--- config.mk ---
export PLATFORM = sky130hd
export DESIGN_NAME = maze_walker_flat
export DESIGN_NICKNAME = d
export VERILOG_FILES = /design/src/rtl/maze_walker_if.sv /design/src/rtl/maze_walker.sv /design/src/flat_wrapper.sv
export SDC_FILE = /design/constraint.sdc
export NUM_CORES = 1
export LEC_CHECK = 0
export BUFFER_PORTS_ARGS = -buffer_cell sky130_fd_sc_hd__buf_2
export CORE_MARGIN = 3
export CORE_UTILIZATION = 59
export CTS_CLUSTER_DIAMETER = 80
export DETAILED_ROUTE_END_ITERATION = 16
export PLACE_DENSITY = 0.91
export SYNTH_ARGS = -nofsm -noshare
export SYNTH_HDL_FRONTEND = slang
export SYNTH_SLANG_ARGS = --single-unit
--- constraint.sdc ---
create_clock -name clk -period 2.8 [get_ports clk]
set_input_delay 0.56 -clock clk [delete_from_list [all_inputs] [get_ports clk]]
set_output_delay 0.56 -clock clk [all_outputs]
set_load 0.02 [all_outputs]
--- src/rtl/maze_walker_if.sv ---
// Cell-memory port of the maze walker: cell address, read/mark strobes and read data.
interface maze_walker_if #(
  parameter int ADDR_W = 6
);
  logic [ADDR_W-1:0] row;
  logic [ADDR_W-1:0] col;
  logic              maze_oe;
  logic              maze_we;
  logic              maze_in;

  modport master (output row, col, maze_oe, maze_we, input maze_in);
  modport slave  (input row, col, maze_oe, maze_we, output maze_in);
endinterface

--- src/rtl/maze_walker.sv ---
// Wall-following maze solver over a synchronous one-bit cell memory.
// Marks every visited cell, counts moves and aborts on step limit or an enclosed start.
module maze_walker #(
  parameter int ADDR_W    = 6,
  parameter int HAND      = 0,
  parameter int STEP_W    = 16,
  parameter int MAX_STEPS = 4096
) (
  input  logic              clk,
  input  logic              rst_n,
  input  logic              start,
  input  logic [ADDR_W-1:0] starting_row,
  input  logic [ADDR_W-1:0] starting_col,
  input  logic [1:0]        start_dir,
  maze_walker_if.master     mem,
  output logic              busy,
  output logic              done,
  output logic              timeout,
  output logic [STEP_W-1:0] step_count
);

  typedef enum logic [3:0] {
    IDLE, START, PROBE_SIDE, CHECK_SIDE, PROBE_FWD, CHECK_FWD, STEP, DONE, FAIL
  } state_t;

  localparam logic [ADDR_W-1:0] MAXI       = '1;
  localparam logic [ADDR_W-1:0] ONE        = ADDR_W'(1);
  localparam logic [STEP_W-1:0] STEP_LIMIT = STEP_W'(MAX_STEPS);
  localparam logic [1:0]        SIDE_INC   = (HAND == 0) ? 2'd1 : 2'd3;

  state_t            state;
  logic [ADDR_W-1:0] pos_row;
  logic [ADDR_W-1:0] pos_col;
  logic [1:0]        heading;
  logic [2:0]        turn_cnt;
  logic              off_grid_q;

  logic [1:0]        side_dir;
  logic [1:0]        away_dir;
  logic [1:0]        probe_dir;
  logic [1:0]        move_dir;
  logic [ADDR_W-1:0] probe_row;
  logic [ADDR_W-1:0] probe_col;
  logic [ADDR_W-1:0] move_row;
  logic [ADDR_W-1:0] move_col;
  logic              probe_off;
  logic              cell_free;
  logic              at_border;

  function automatic logic [ADDR_W-1:0] next_row(input logic [ADDR_W-1:0] r, input logic [1:0] d);
    if (d == 2'd0) return r - ONE;
    else if (d == 2'd2) return r + ONE;
    else return r;
  endfunction

  function automatic logic [ADDR_W-1:0] next_col(input logic [ADDR_W-1:0] c, input logic [1:0] d);
    if (d == 2'd1) return c + ONE;
    else if (d == 2'd3) return c - ONE;
    else return c;
  endfunction

  function automatic logic leaves_grid(input logic [ADDR_W-1:0] r, input logic [ADDR_W-1:0] c,
                                       input logic [1:0] d);
    return (d == 2'd0 && r == '0) || (d == 2'd1 && c == MAXI) ||
           (d == 2'd2 && r == MAXI) || (d == 2'd3 && c == '0);
  endfunction

  assign side_dir  = heading + SIDE_INC;
  assign away_dir  = heading - SIDE_INC;
  assign move_dir  = (state == CHECK_SIDE) ? side_dir : heading;
  assign move_row  = next_row(pos_row, move_dir);
  assign move_col  = next_col(pos_col, move_dir);
  assign probe_row = next_row(pos_row, probe_dir);
  assign probe_col = next_col(pos_col, probe_dir);
  assign probe_off = leaves_grid(pos_row, pos_col, probe_dir);
  assign cell_free = !off_grid_q && !mem.maze_in;
  assign at_border = (pos_row == '0) || (pos_row == MAXI) || (pos_col == '0) || (pos_col == MAXI);

  // The probe issued on leaving a state depends on which state is being left.
  always_comb begin
    probe_dir = side_dir;
    if (state == CHECK_SIDE) probe_dir = heading;
    else if (state == CHECK_FWD) probe_dir = away_dir;
  end

  always_ff @(posedge clk or negedge rst_n) begin
    if (!rst_n) begin
      state       <= IDLE;
      pos_row     <= '0;
      pos_col     <= '0;
      heading     <= 2'd0;
      turn_cnt    <= 3'd0;
      off_grid_q  <= 1'b0;
      mem.row     <= '0;
      mem.col     <= '0;
      mem.maze_oe <= 1'b0;
      mem.maze_we <= 1'b0;
      busy        <= 1'b0;
      done        <= 1'b0;
      timeout     <= 1'b0;
      step_count  <= '0;
    end else begin
      mem.maze_oe <= 1'b0;
      mem.maze_we <= 1'b0;
      unique case (state)
        IDLE, DONE, FAIL: begin
          if (start) begin
            state       <= START;
            pos_row     <= starting_row;
            pos_col     <= starting_col;
            heading     <= start_dir;
            turn_cnt    <= 3'd0;
            done        <= 1'b0;
            timeout     <= 1'b0;
            step_count  <= '0;
            busy        <= 1'b1;
            mem.row     <= starting_row;
            mem.col     <= starting_col;
            mem.maze_we <= 1'b1;
          end
        end
        START: begin
          state       <= PROBE_SIDE;
          off_grid_q  <= probe_off;
          mem.row     <= probe_off ? pos_row : probe_row;
          mem.col     <= probe_off ? pos_col : probe_col;
          mem.maze_oe <= !probe_off;
        end
        PROBE_SIDE: state <= CHECK_SIDE;
        PROBE_FWD:  state <= CHECK_FWD;
        CHECK_SIDE, CHECK_FWD: begin
          if (cell_free) begin
            // Entering STEP: the move, its mark and the count all land together.
            state       <= STEP;
            heading     <= move_dir;
            pos_row     <= move_row;
            pos_col     <= move_col;
            mem.row     <= move_row;
            mem.col     <= move_col;
            mem.maze_we <= 1'b1;
            turn_cnt    <= 3'd0;
            if (step_count != STEP_LIMIT) step_count <= step_count + STEP_W'(1);
          end else if (state == CHECK_FWD && turn_cnt == 3'd3) begin
            state    <= FAIL;
            heading  <= away_dir;
            turn_cnt <= turn_cnt + 3'd1;
            timeout  <= 1'b1;
            busy     <= 1'b0;
          end else begin
            state       <= PROBE_FWD;
            off_grid_q  <= probe_off;
            mem.row     <= probe_off ? pos_row : probe_row;
            mem.col     <= probe_off ? pos_col : probe_col;
            mem.maze_oe <= !probe_off;
            if (state == CHECK_FWD) begin
              heading  <= away_dir;
              turn_cnt <= turn_cnt + 3'd1;
            end
          end
        end
        STEP: begin
          if (at_border) begin
            state <= DONE;
            done  <= 1'b1;
            busy  <= 1'b0;
          end else if (step_count == STEP_LIMIT) begin
            state   <= FAIL;
            timeout <= 1'b1;
            busy    <= 1'b0;
          end else begin
            state       <= PROBE_SIDE;
            off_grid_q  <= probe_off;
            mem.row     <= probe_off ? pos_row : probe_row;
            mem.col     <= probe_off ? pos_col : probe_col;
            mem.maze_oe <= !probe_off;
          end
        end
        default: state <= IDLE;
      endcase
    end
  end

endmodule

--- src/flat_wrapper.sv ---
// flat-port wrapper written by rule: the top's interface ports become plain ports
module maze_walker_flat 
#(
  parameter int ADDR_W    = 6,
  parameter int HAND      = 0,
  parameter int STEP_W    = 16,
  parameter int MAX_STEPS = 4096
)
  (clk, rst_n, start, starting_row, starting_col, start_dir, busy, done, timeout, step_count, mem_row, mem_col, mem_maze_oe, mem_maze_we, mem_maze_in);
  maze_walker_if #(.ADDR_W(ADDR_W)) mem_i ();
  input  logic clk;
  input  logic rst_n;
  input  logic start;
  input  logic [ADDR_W-1:0] starting_row;
  input  logic [ADDR_W-1:0] starting_col;
  input  logic [1:0] start_dir;
  output logic busy;
  output logic done;
  output logic timeout;
  output logic [STEP_W-1:0] step_count;
  output wire logic [$bits(mem_i.row)-1:0] mem_row;
  output wire logic [$bits(mem_i.col)-1:0] mem_col;
  output wire logic [$bits(mem_i.maze_oe)-1:0] mem_maze_oe;
  output wire logic [$bits(mem_i.maze_we)-1:0] mem_maze_we;
  input wire logic [$bits(mem_i.maze_in)-1:0] mem_maze_in;
  assign mem_row = mem_i.row;
  assign mem_col = mem_i.col;
  assign mem_maze_oe = mem_i.maze_oe;
  assign mem_maze_we = mem_i.maze_we;
  assign mem_i.maze_in = mem_maze_in;
  maze_walker #(.ADDR_W(ADDR_W), .HAND(HAND), .STEP_W(STEP_W), .MAX_STEPS(MAX_STEPS)) u_core (.clk(clk), .rst_n(rst_n), .start(start), .starting_row(starting_row), .starting_col(starting_col), .start_dir(start_dir), .mem(mem_i), .busy(busy), .done(done), .timeout(timeout), .step_count(step_count));
endmodule
# --- Word level (Yosys, flattened, before mapping) ---
# Cells that the tools add are included.
totals:
  inputBits: 18
  word_cells: 165
  register_bits: 55
op_classes:
  n_eq_ne: 32
  n_addsub: 8
  mux: 76
  reduce_logical: 35
op_table:
  columns: ["cell", "n"]
  rows:
  - ["6-bit two-way mux", 22]
  - ["16-bit two-way mux", 3]
  - ["6-bit case mux with 4 select lines", 2]
  - ["16-bit case mux with 2 select lines", 1]
  - ["4-bit case mux with 6 select lines", 1]
  - ["6-bit case mux with 2 select lines", 2]
  - ["1-bit two-way mux", 21]
  - ["4-bit two-way mux", 5]
  - ["16-bit by 1-bit adder with 16-bit output (second input constant)", 1]
  - ["16-bit by 13-bit equality test with 1-bit output (second input constant)", 1]
  - ["4-bit by 3-bit equality test with 1-bit output (second input constant)", 4]
  - ["16-bit by 13-bit inequality test with 1-bit output (second input constant)", 1]
  - ["5-bit AND reduction", 3]
  - ["2-bit two-way mux", 7]
  - ["6-bit by 1-bit adder with 6-bit output (second input constant)", 2]
  - ["6-bit equality test (second input constant)", 2]
  - ["6-bit zero test", 2]
  - ["3-bit two-way mux", 4]
  - ["1-bit case mux with 3 select lines", 4]
  - ["6-bit by 1-bit subtractor with 6-bit output (second input constant)", 2]
  - ["2-bit by 1-bit inequality test with 1-bit output (second input constant)", 5]
  - ["2-bit inequality test (second input constant)", 5]
  - ["3-bit AND reduction", 3]
  - ["2-bit equality test (second input constant)", 4]
  - ["other kinds (26)", 44]

# --- Logic depth before layout (Yosys ltp) ---
# Gate-level depths: netlist of run 1.
depth:
  ltp_word: 12
  depth_mapped: 11
  depth_no_buf: 9

# --- Least setup slack after synthesis of run 1 ---
# OpenSTA, ideal clock, no wires.
synth_timing:
  path_type: "reg-to-reg"
  startpoint: "reg u_core.pos_col[0]"
  endpoint: "reg u_core.mem.col[0]"
  setup_slack_ns: 0.265
  arrival_time_ns: 2.409
  setup_time_ns: 0.126
  required_time_ns: 2.674
  path_stages_with_launch: 10
  path_buffers: 2
  period_less_slack_ns: 2.535
  path_cell_list: "dfrtp_1 > clkbuf_1 > inv_1 > ha_1 > and3b_1 > or4_4 > a211oi_2 > buf_4 > o41ai_1 > o32a_1"
synth_via:
  elab_chain_len: 9
  word_cells_on_any_way: 23
  cone_classes: "add/sub (2); eq/ne (2); mux (10); reduce/logical (9)"
synth_rtl:
  columns: ["item", "line_no", "source"]
  rows:
  - ["from (decl)", "maze_walker.sv:33", "logic [ADDR_W-1:0] pos_col;"]
  - ["from (signal assigned)", "maze_walker.sv:110", "pos_col <= starting_col;"]
  - ["from (signal assigned)", "maze_walker.sv:137", "pos_col <= move_col;"]
  - ["parallel branches: the longest is 9 deep, another holds 6-bit by 1-bit subtractor with 6-bit output", null, null]
  - ["to (signal assigned)", "maze_walker.sv:126", "mem.col <= probe_off ? pos_col : probe_col;"]
  - ["to (signal assigned)", "maze_walker.sv:153", "mem.col <= probe_off ? pos_col : probe_col;"]
  - ["to (signal assigned)", "maze_walker.sv:174", "mem.col <= probe_off ? pos_col : probe_col;"]
  - ["to (decl)", "maze_walker_if.sv:11", "modport master (output row, col, maze_oe, maze_we, input maze_in);"]
# Parallel ways; which one is timed is not known. The select of a mux whose other input is x is not followed.
# A chain may end at the register's enable or synchronous reset.

# --- Worst setup path in the final report of run 1 ---
layout_timing:
  startpoint: "reg u_core.pos_row[0]"
  endpoint: "reg u_core.mem.row[5]"
layout_via:
  elab_chain_len: 9
  word_cells_on_any_way: 24
  cone_classes: "add/sub (2); eq/ne (2); mux (10); reduce/logical (10)"
layout_rtl:
  columns: ["item", "line_no", "source"]
  rows:
  - ["from (decl)", "maze_walker.sv:32", "logic [ADDR_W-1:0] pos_row;"]
  - ["from (signal assigned)", "maze_walker.sv:109", "pos_row <= starting_row;"]
  - ["from (signal assigned)", "maze_walker.sv:136", "pos_row <= move_row;"]
  - ["parallel branches: the longest is 9 deep, another holds 6-bit by 1-bit adder with 6-bit output", null, null]
  - ["to (signal assigned)", "maze_walker.sv:125", "mem.row <= probe_off ? pos_row : probe_row;"]
  - ["to (signal assigned)", "maze_walker.sv:152", "mem.row <= probe_off ? pos_row : probe_row;"]
  - ["to (signal assigned)", "maze_walker.sv:173", "mem.row <= probe_off ? pos_row : probe_row;"]
  - ["to (decl)", "maze_walker_if.sv:11", null]
# Parallel ways; which one is timed is not known. The select of a mux whose other input is x is not followed.

==> flow_summary.json, run 1 <==
{
  "status": "finished clean",
  "route.vias.total": 4446,
  "async_reset_ff_frac": 1.000,
  "post-route-util": 0.6935,
  "coreArea_sq_um": 6907,
  "grt_pass1_vias": 4185,
  "fin_skew_ns": 0.01218,
  "irDropWorstVdd_uv": 740.0,
  "fp.dieW_microns": 90.97,
  "grt_remaining_overflow": 0,
  "avgSynthCellArea_sq_um": 7.844,
  "maxCapViolations": 0,
  "synth_area_leaders": "dfrtp_1 32%, nand2_1 6.2%, nor2_1 5.6%",
  "cp.arrival_ns": 2.90,
  "fin_nets": 621,
  "final_cell_mix": "70 x nand2_1, 63 x nor2_1, 55 x dfrtp_1",
  "stdcell_count": 691,
  "yosysTopAreaCell": "dfrtp_1",
  "dr.pass1.iters": 7,
  "netSwitchingFraction": 0.5365,
  "fin_ws_ns": 0.1158,
  "tightest_slew_ns": 0.5676,
  "clk_path_buf_depth": 2,
  "syn_area_sq_um": 4259,
  "fin_crit_ns": 2.684,
  "critical_path.cell_chain": "ha_1 -> and3_4 -> and3_4 -> or4_4 -> a211oi_4 -> buf_4 -> buf_4 -> nand2_1 -> o21ai_0 -> o31ai_1",
  "cts_made_buffers": 5,
  "p_clk_frac": 0.082,
  "r2r-start": "u_core.pos_row[0]$_DFFE_PN0P_",
  "area_growth_pct": 12.46,
  "start_util": 0.6167,
  "r2r_slack_ns": 0.12,
  "intPower_mw": 2.877,
  "io_buffers": 50,
  "num_io_pins": 51,
  "totalWireLength_microns": 12620,
  "fin_crit_sh": 0.9586,
  "root_buffer": "clkbuf_8",
  "grt_start_max_net_pins": 56,
  "worst-path-buf-inv": 2,
  "fmax_mhz": 372.5,
  "endpoint_kind": "flop",
  "worst-r2r-cell-count": 10,
  "clock_sinks": 55,
  "dp.cells": 680,
  "cpPeakStageDelay_ns": 0.54,
  "vias_per_cell": 6.434,
  "die_area_sq_um": 8275,
  "antenna_found_initial": 0,
  "critPathKind": "flop to flop",
  "final_common_cell": "nand2_1",
  "critPathRequiredTime_ns": 3.02,
  "ys_types": 76,
  "worst_skew_pair.late_latency_ns": 0.33,
  "grt_pass1_wl_microns": 20600,
  "synthFlopType": "dfrtp_1",
  "r2r_end": "u_core.mem.row[5]$_DFFE_PN0P_",
  "crit_family": "simple AND/OR/NAND/NOR gates",
  "p_leak_nw": 2.134,
  "die_y_microns": 90.97,
  "synth_edf_count": 0,
  "synthesis.nets": 570,
  "share_comb_of_total_power": 0.694,
  "startpoint_type": "flop",
  "setup_violations": 0,
  "design_area_sq_um": 4790,
  "crit_fanout": 17,
  "grtUsageTotal": 0.3053,
  "synth-seq-area-share": 0.3231,
  "yosys_warnings": 0,
  "ant_nets": 0,
  "holdCritPathClass": "input port to async pin",
  "power_density_nw_per_um2": 1296,
  "dp_slack_ns": 0.1526,
  "switchingPower_mw": 3.330,
  "seq_power_share": 0.224,
  "routedWlPerCell_microns": 18.26,
  "drt_iter0_drc": 677,
  "gp_congestion": 1.035,
  "worst_slew_margin_rel": 0.6118,
  "finalMaxSlewViolations": 0,
  "drive_above_1_share": 0.1966,
  "crit_slowest_cell": "or4_4",
  "hpwl_microns": 9113,
  "drc_errors": 0,
  "grt_setup_unrepaired": "false",
  "cts_tree": "yes",
  "cts_max_level": 2,
  "tns_ns": 0,
  "ys_ff_latch": 55,
  "final_hold_viol_count": 0,
  "fp-row-count": 30,
  "clk_pin_slew_ns": 0.12,
  "synthCells": 543,
  "synth_top_area_frac": 0.3231,
  "antenna_cells": 0,
  "dpl-instance-area_sq_um": 4663
}
## logic make-up after synthesis
kind of cell | synth area share
DFF | 0.3231
muxes | 0.02644
and+or+nand+nor | 0.2811
adders and majority gates | 0.02644
AOI/OAI and AO/OA | 0.2200
buffers and inverters | 0.07168
xor gates and xnor gates | 0.05112
## state kept, by name, summed over array words and instances (netlist names)
| register | flops |
|---|---|
| u_core.busy | 1 |
| u_core.done | 1 |
| u_core.heading | 2 |
| u_core.mem.col | 6 |
| u_core.mem.maze_oe | 1 |
| u_core.mem.maze_we | 1 |
| u_core.mem.row | 6 |
| u_core.off_grid_q | 1 |
| u_core.pos_col | 6 |
| u_core.pos_row | 6 |
| u_core.state | 4 |
| u_core.step_count | 16 |
| u_core.timeout | 1 |
| u_core.turn_cnt | 3 |
## power groups by stage
stage / Sequential (mW) / Combinational [mW] / Clock, mW
2_1_floorplan: 1.38 / 2.98 / 0
3_3_place_gp: 1.37 / 4.02 / 0
3_5_place_dp: 1.38 / 4.11 / 0
4_1_cts: 1.37 / 4.14 / 0.510
5_1_grt: 1.42 / 4.66 / 0.546
6_report: 1.39 / 4.31 / 0.507
## worst reg2reg max path: cells and delay by family, from the launching register on
family	cells	cell delay, ns
AOI/OAI and AO/OA	3	0.48
adders and majority gates	1	0.26
DFF	1	0.42
buffers and inverters	2	0.41
and+or+nand+nor	4	1.04
## per-stage QoR
| step | hold WS (ns) | power, mW |
|---|---|---|
| finish | 0.2086 | 6.207 |
| global route | 0.2319 | 6.635 |
| CTS | 0.2299 | 6.027 |
| detailed placement | 0.4785 | 5.498 |
| global placement | 0.4577 | 5.385 |
| floorplan | 0.2644 | 4.361 |
## per-layer routing
metal | vias up | part of all wire | track usage
met1 | 2054 | 0.40 | 0.4132
met5 | - | 0 | 0
met2 | 309 | 0.45 | 0.4819
met4 | 0 | 0.033 | 0.1143
met3 | 46 | 0.12 | 0.06297
li1 | 2037 | - | -
## timing repair
action,4_1_cts,5_1_grt
buffers inserted,0,3
endpoints found under the setup margin,0,8
endpoints found under the hold margin,0,0
hold buffers,0,0
gates resized for setup,0,1
## cell type report
cell class / count / area (sq um)
clock buffer: 5 / 68.82
clock inverter: 3 / 33.78
fill: 585 / 2117
inverter: 23 / 86.33
multi-input combinational: 425 / 2586
sequential: 55 / 1376
tap: 96 / 120.1
timing repair buffer: 84 / 518.0
## cell usage after synthesis, types with 4 or more instances
master    number
ha_1           9
o211ai_1       5
or3_1          7
nor2_1        63
nand4_1       10
dfrtp_1       55
nor3_1        17
buf_6          5
xnor2_1        9
clkbuf_1      16
and3_1         5
inv_1         21
a31oi_1        8
nand2b_1       9
a211oi_1       8
and2_1         4
buf_4          4
nand3_1       19
mux2i_1        9
nor4_1         8
xor2_1        14
buf_2         13
o31ai_1        6
nand2_1       70
a21oi_1       35
o21ai_0       39
## how the worst max path moves through the flow
stage	slack (ns)	to	cells after the start	from
after floorplan	0.27	u_core.mem.col[0]$_DFFE_PN0P_	9	u_core.pos_col[0]$_DFFE_PN0P_
after global placement	0.23	u_core.mem.col[3]$_DFFE_PN0P_	8	u_core.pos_row[0]$_DFFE_PN0P_
after detailed placement	0.15	u_core.mem.row[5]$_DFFE_PN0P_	9	u_core.pos_row[0]$_DFFE_PN0P_
after CTS	0.08	u_core.mem.row[4]$_DFFE_PN0P_	7	u_core.pos_row[0]$_DFFE_PN0P_
after global routing	0.01	u_core.mem.row[5]$_DFFE_PN0P_	10	u_core.pos_row[0]$_DFFE_PN0P_
final	0.12	u_core.mem.row[5]$_DFFE_PN0P_	10	u_core.pos_row[0]$_DFFE_PN0P_
No activity file was read; power rests on OpenSTA's default activity.
==> inputs of run 2 (changes only) <==
--- a/config.mk
+++ b/config.mk
@@ -7,10 +7,10 @@
 export LEC_CHECK = 0
 export BUFFER_PORTS_ARGS = -buffer_cell sky130_fd_sc_hd__buf_2
 export CORE_MARGIN = 3
-export CORE_UTILIZATION = 59
+export CORE_UTILIZATION = 60
 export CTS_CLUSTER_DIAMETER = 80
 export DETAILED_ROUTE_END_ITERATION = 16
-export PLACE_DENSITY = 0.91
+export PLACE_DENSITY = 0.92
 export SYNTH_ARGS = -nofsm -noshare
 export SYNTH_HDL_FRONTEND = slang
 export SYNTH_SLANG_ARGS = --single-unit
==> constraint.sdc (replaced) <==
create_clock -name clk -period 3.1 [get_ports clk]
set_input_delay 0.62 -clock clk [delete_from_list [all_inputs] [get_ports clk]]
set_output_delay 0.62 -clock clk [all_outputs]
set_load 0.02 [all_outputs]
==> flow_summary.json, run 2 (synthesis results as in run 1) <==
{
  "gp_congestion": 0.9872,
  "cts_tree": "yes",
  "dr.pass1.iters": 5,
  "grt_pass1_wl_microns": 20850,
  "critical_path.cell_chain": "ha_1 -> and3_4 -> and3_4 -> or4_4 -> a211oi_2 -> buf_12 -> nand2_1 -> mux2_2",
  "fp.dieW_microns": 90.25,
  "final_cell_mix": "70 x nand2_1, 63 x nor2_1, 55 x dfrtp_1",
  "p_leak_nw": 2.088,
  "largest_reg_flops": 16,
  "fin_skew_ns": 0.007890,
  "startpoint_type": "flop",
  "vias_per_cell": 6.436,
  "critPathRequiredTime_ns": 3.32,
  "tns_ns": 0,
  "setup_violations": 0,
  "antenna_cells": 0,
  "grt_remaining_overflow": 0,
  "coreArea_sq_um": 6832,
  "io_buffers": 50,
  "drc_errors": 0,
  "clk_pin_slew_ns": 0.11,
  "grt_setup_unrepaired": "false",
  "power_density_nw_per_um2": 1164,
  "cts_made_buffers": 5,
  "stdcell_count": 683,
  "share_comb_of_total_power": 0.668,
  "final_common_cell": "nand2_1",
  "dp.cells": 675,
  "dp_slack_ns": 0.3292,
  "intPower_mw": 2.534,
  "route.vias.total": 4396,
  "worst-path-buf-inv": 1,
  "fin_nets": 613,
  "start_util": 0.6234,
  "routedWlPerCell_microns": 18.05,
  "num_io_pins": 51,
  "worst_skew_pair.late_latency_ns": 0.32,
  "hpwl_microns": 8924,
  "endpoint_kind": "flop",
  "r2r_slack_ns": 0.27,
  "crit_cells": 8,
  "drt-met1-wl_microns": 5213,
  "irDropWorstVdd_uv": 659.3,
  "switchingPower_mw": 2.954,
  "grtUsageTotal": 0.3089,
  "clock_sinks": 55,
  "status": "finished clean",
  "fin_crit_ns": 2.825,
  "cts_resized": 0,
  "p_clk_frac": 0.080,
  "crit_family": "simple AND/OR/NAND/NOR gates",
  "cpPeakStageDelay_ns": 0.53,
  "antenna_found_initial": 0,
  "seq_power_share": 0.252,
  "fin_crit_sh": 0.9114,
  "top_layer": "met4",
  "final_hold_viol_count": 0,
  "cpMostUsedCell": "and3_4",
  "ant_nets": 0,
  "die_area_sq_um": 8145,
  "critPathKind": "flop to flop",
  "worst_slew_margin_rel": 0.4774,
  "r2r-start": "u_core.pos_row[0]$_DFFE_PN0P_",
  "worst-r2r-cell-count": 8,
  "dpl-instance-area_sq_um": 4618,
  "wl_met2_microns": 5784,
  "cts_max_level": 2,
  "cp.arrival_ns": 3.05,
  "drt_iter0_drc": 550,
  "n_fill_cell": 576,
  "hold_buffers": 0,
  "r2r_end": "u_core.off_grid_q$_DFFE_PN0P_",
  "largest-register": "u_core.step_count",
  "design_area_sq_um": 4715,
  "holdCritPathClass": "input port to async pin",
  "maxCapViolations": 0,
  "fp-row-count": 30,
  "post-cts-setup-buffers": 0,
  "dr_wl_met3_microns": 1124,
  "tightest_slew_ns": 0.7810,
  "netSwitchingFraction": 0.5383,
  "grt_start_max_net_pins": 38,
  "crit_fanout": 30,
  "hold-worst-slack_ns": 0.2371,
  "fmax_mhz": 353.9,
  "finalMaxSlewViolations": 0,
  "die_y_microns": 90.25,
  "fin_ws_ns": 0.2745,
  "crit_slowest_cell": "dfrtp_1",
  "grt_pass1_vias": 4115,
  "area_growth_pct": 10.69,
  "totalWireLength_microns": 12330,
  "drive_above_1_share": 0.1840,
  "root_buffer": "clkbuf_8",
  "clk_path_buf_depth": 2
}
run 2: metal layers:
layer | global-route usage | up-vias
li1 | - | 2025
met1 | 0.4341 | 2092
met2 | 0.4960 | 249
met3 | 0.05583 | 30
met4 | 0.07653 | 0
met5 | 0 | -
run 2: worst max-delay path by stage:
stage / startpoint / endpoint / slack [ns]
2_1_floorplan: u_core.pos_col[0]$_DFFE_PN0P_ / u_core.mem.col[0]$_DFFE_PN0P_ / 0.57
3_3_place_gp: u_core.pos_row[0]$_DFFE_PN0P_ / u_core.off_grid_q$_DFFE_PN0P_ / 0.36
3_5_place_dp: u_core.pos_row[0]$_DFFE_PN0P_ / u_core.off_grid_q$_DFFE_PN0P_ / 0.33
4_1_cts: u_core.pos_row[0]$_DFFE_PN0P_ / u_core.mem.col[3]$_DFFE_PN0P_ / 0.31
5_1_grt: u_core.state[1]$_DFFE_PN0N_ / u_core.mem.row[0]$_DFFE_PN0P_ / 0.09
6_report: u_core.pos_row[0]$_DFFE_PN0P_ / u_core.off_grid_q$_DFFE_PN0P_ / 0.27
run 2: final cells by class:
cell class,instances,area [sq um],area share
Clock inverter,3,27.53,0.005839
Multi-Input combinational cell,425,2577,0.5467
Tap cell,96,120.1,0.02548
Sequential cell,55,1376,0.2919
Clock buffer,5,68.82,0.01460
Timing Repair Buffer,76,457.9,0.09713
Inverter,23,86.33,0.01831
run 2: worst reg2reg max path: cells and delay by family (launching register included):
family | cells | cell delay, ns
and+or+nand+nor | 4 | 1.08
DFF | 1 | 0.53
adders and majority gates | 1 | 0.31
muxes | 1 | 0.30
AOI/OAI and AO/OA | 1 | 0.29
buffers and inverters | 1 | 0.22
run 2: per-stage QoR:
| stage | power [mW] | util |
|---|---|---|
| floorplan | 3.939 | - |
| global placement | 4.833 | 0.6760 |
| detailed placement | 4.930 | 0.6760 |
| CTS | 5.384 | 0.6901 |
| global route | 5.902 | 0.6901 |
| finish | 5.488 | 0.6901 |
run 2: power by group through the flow:
stage / Clock [mW] / Sequential (mW) / Combinational, mW
6_report: 0.441 / 1.38 / 3.66
5_1_grt: 0.472 / 1.42 / 4.01
4_1_cts: 0.443 / 1.36 / 3.58
3_5_place_dp: 0 / 1.37 / 3.56
3_3_place_gp: 0 / 1.35 / 3.48
2_1_floorplan: 0 / 1.25 / 2.69
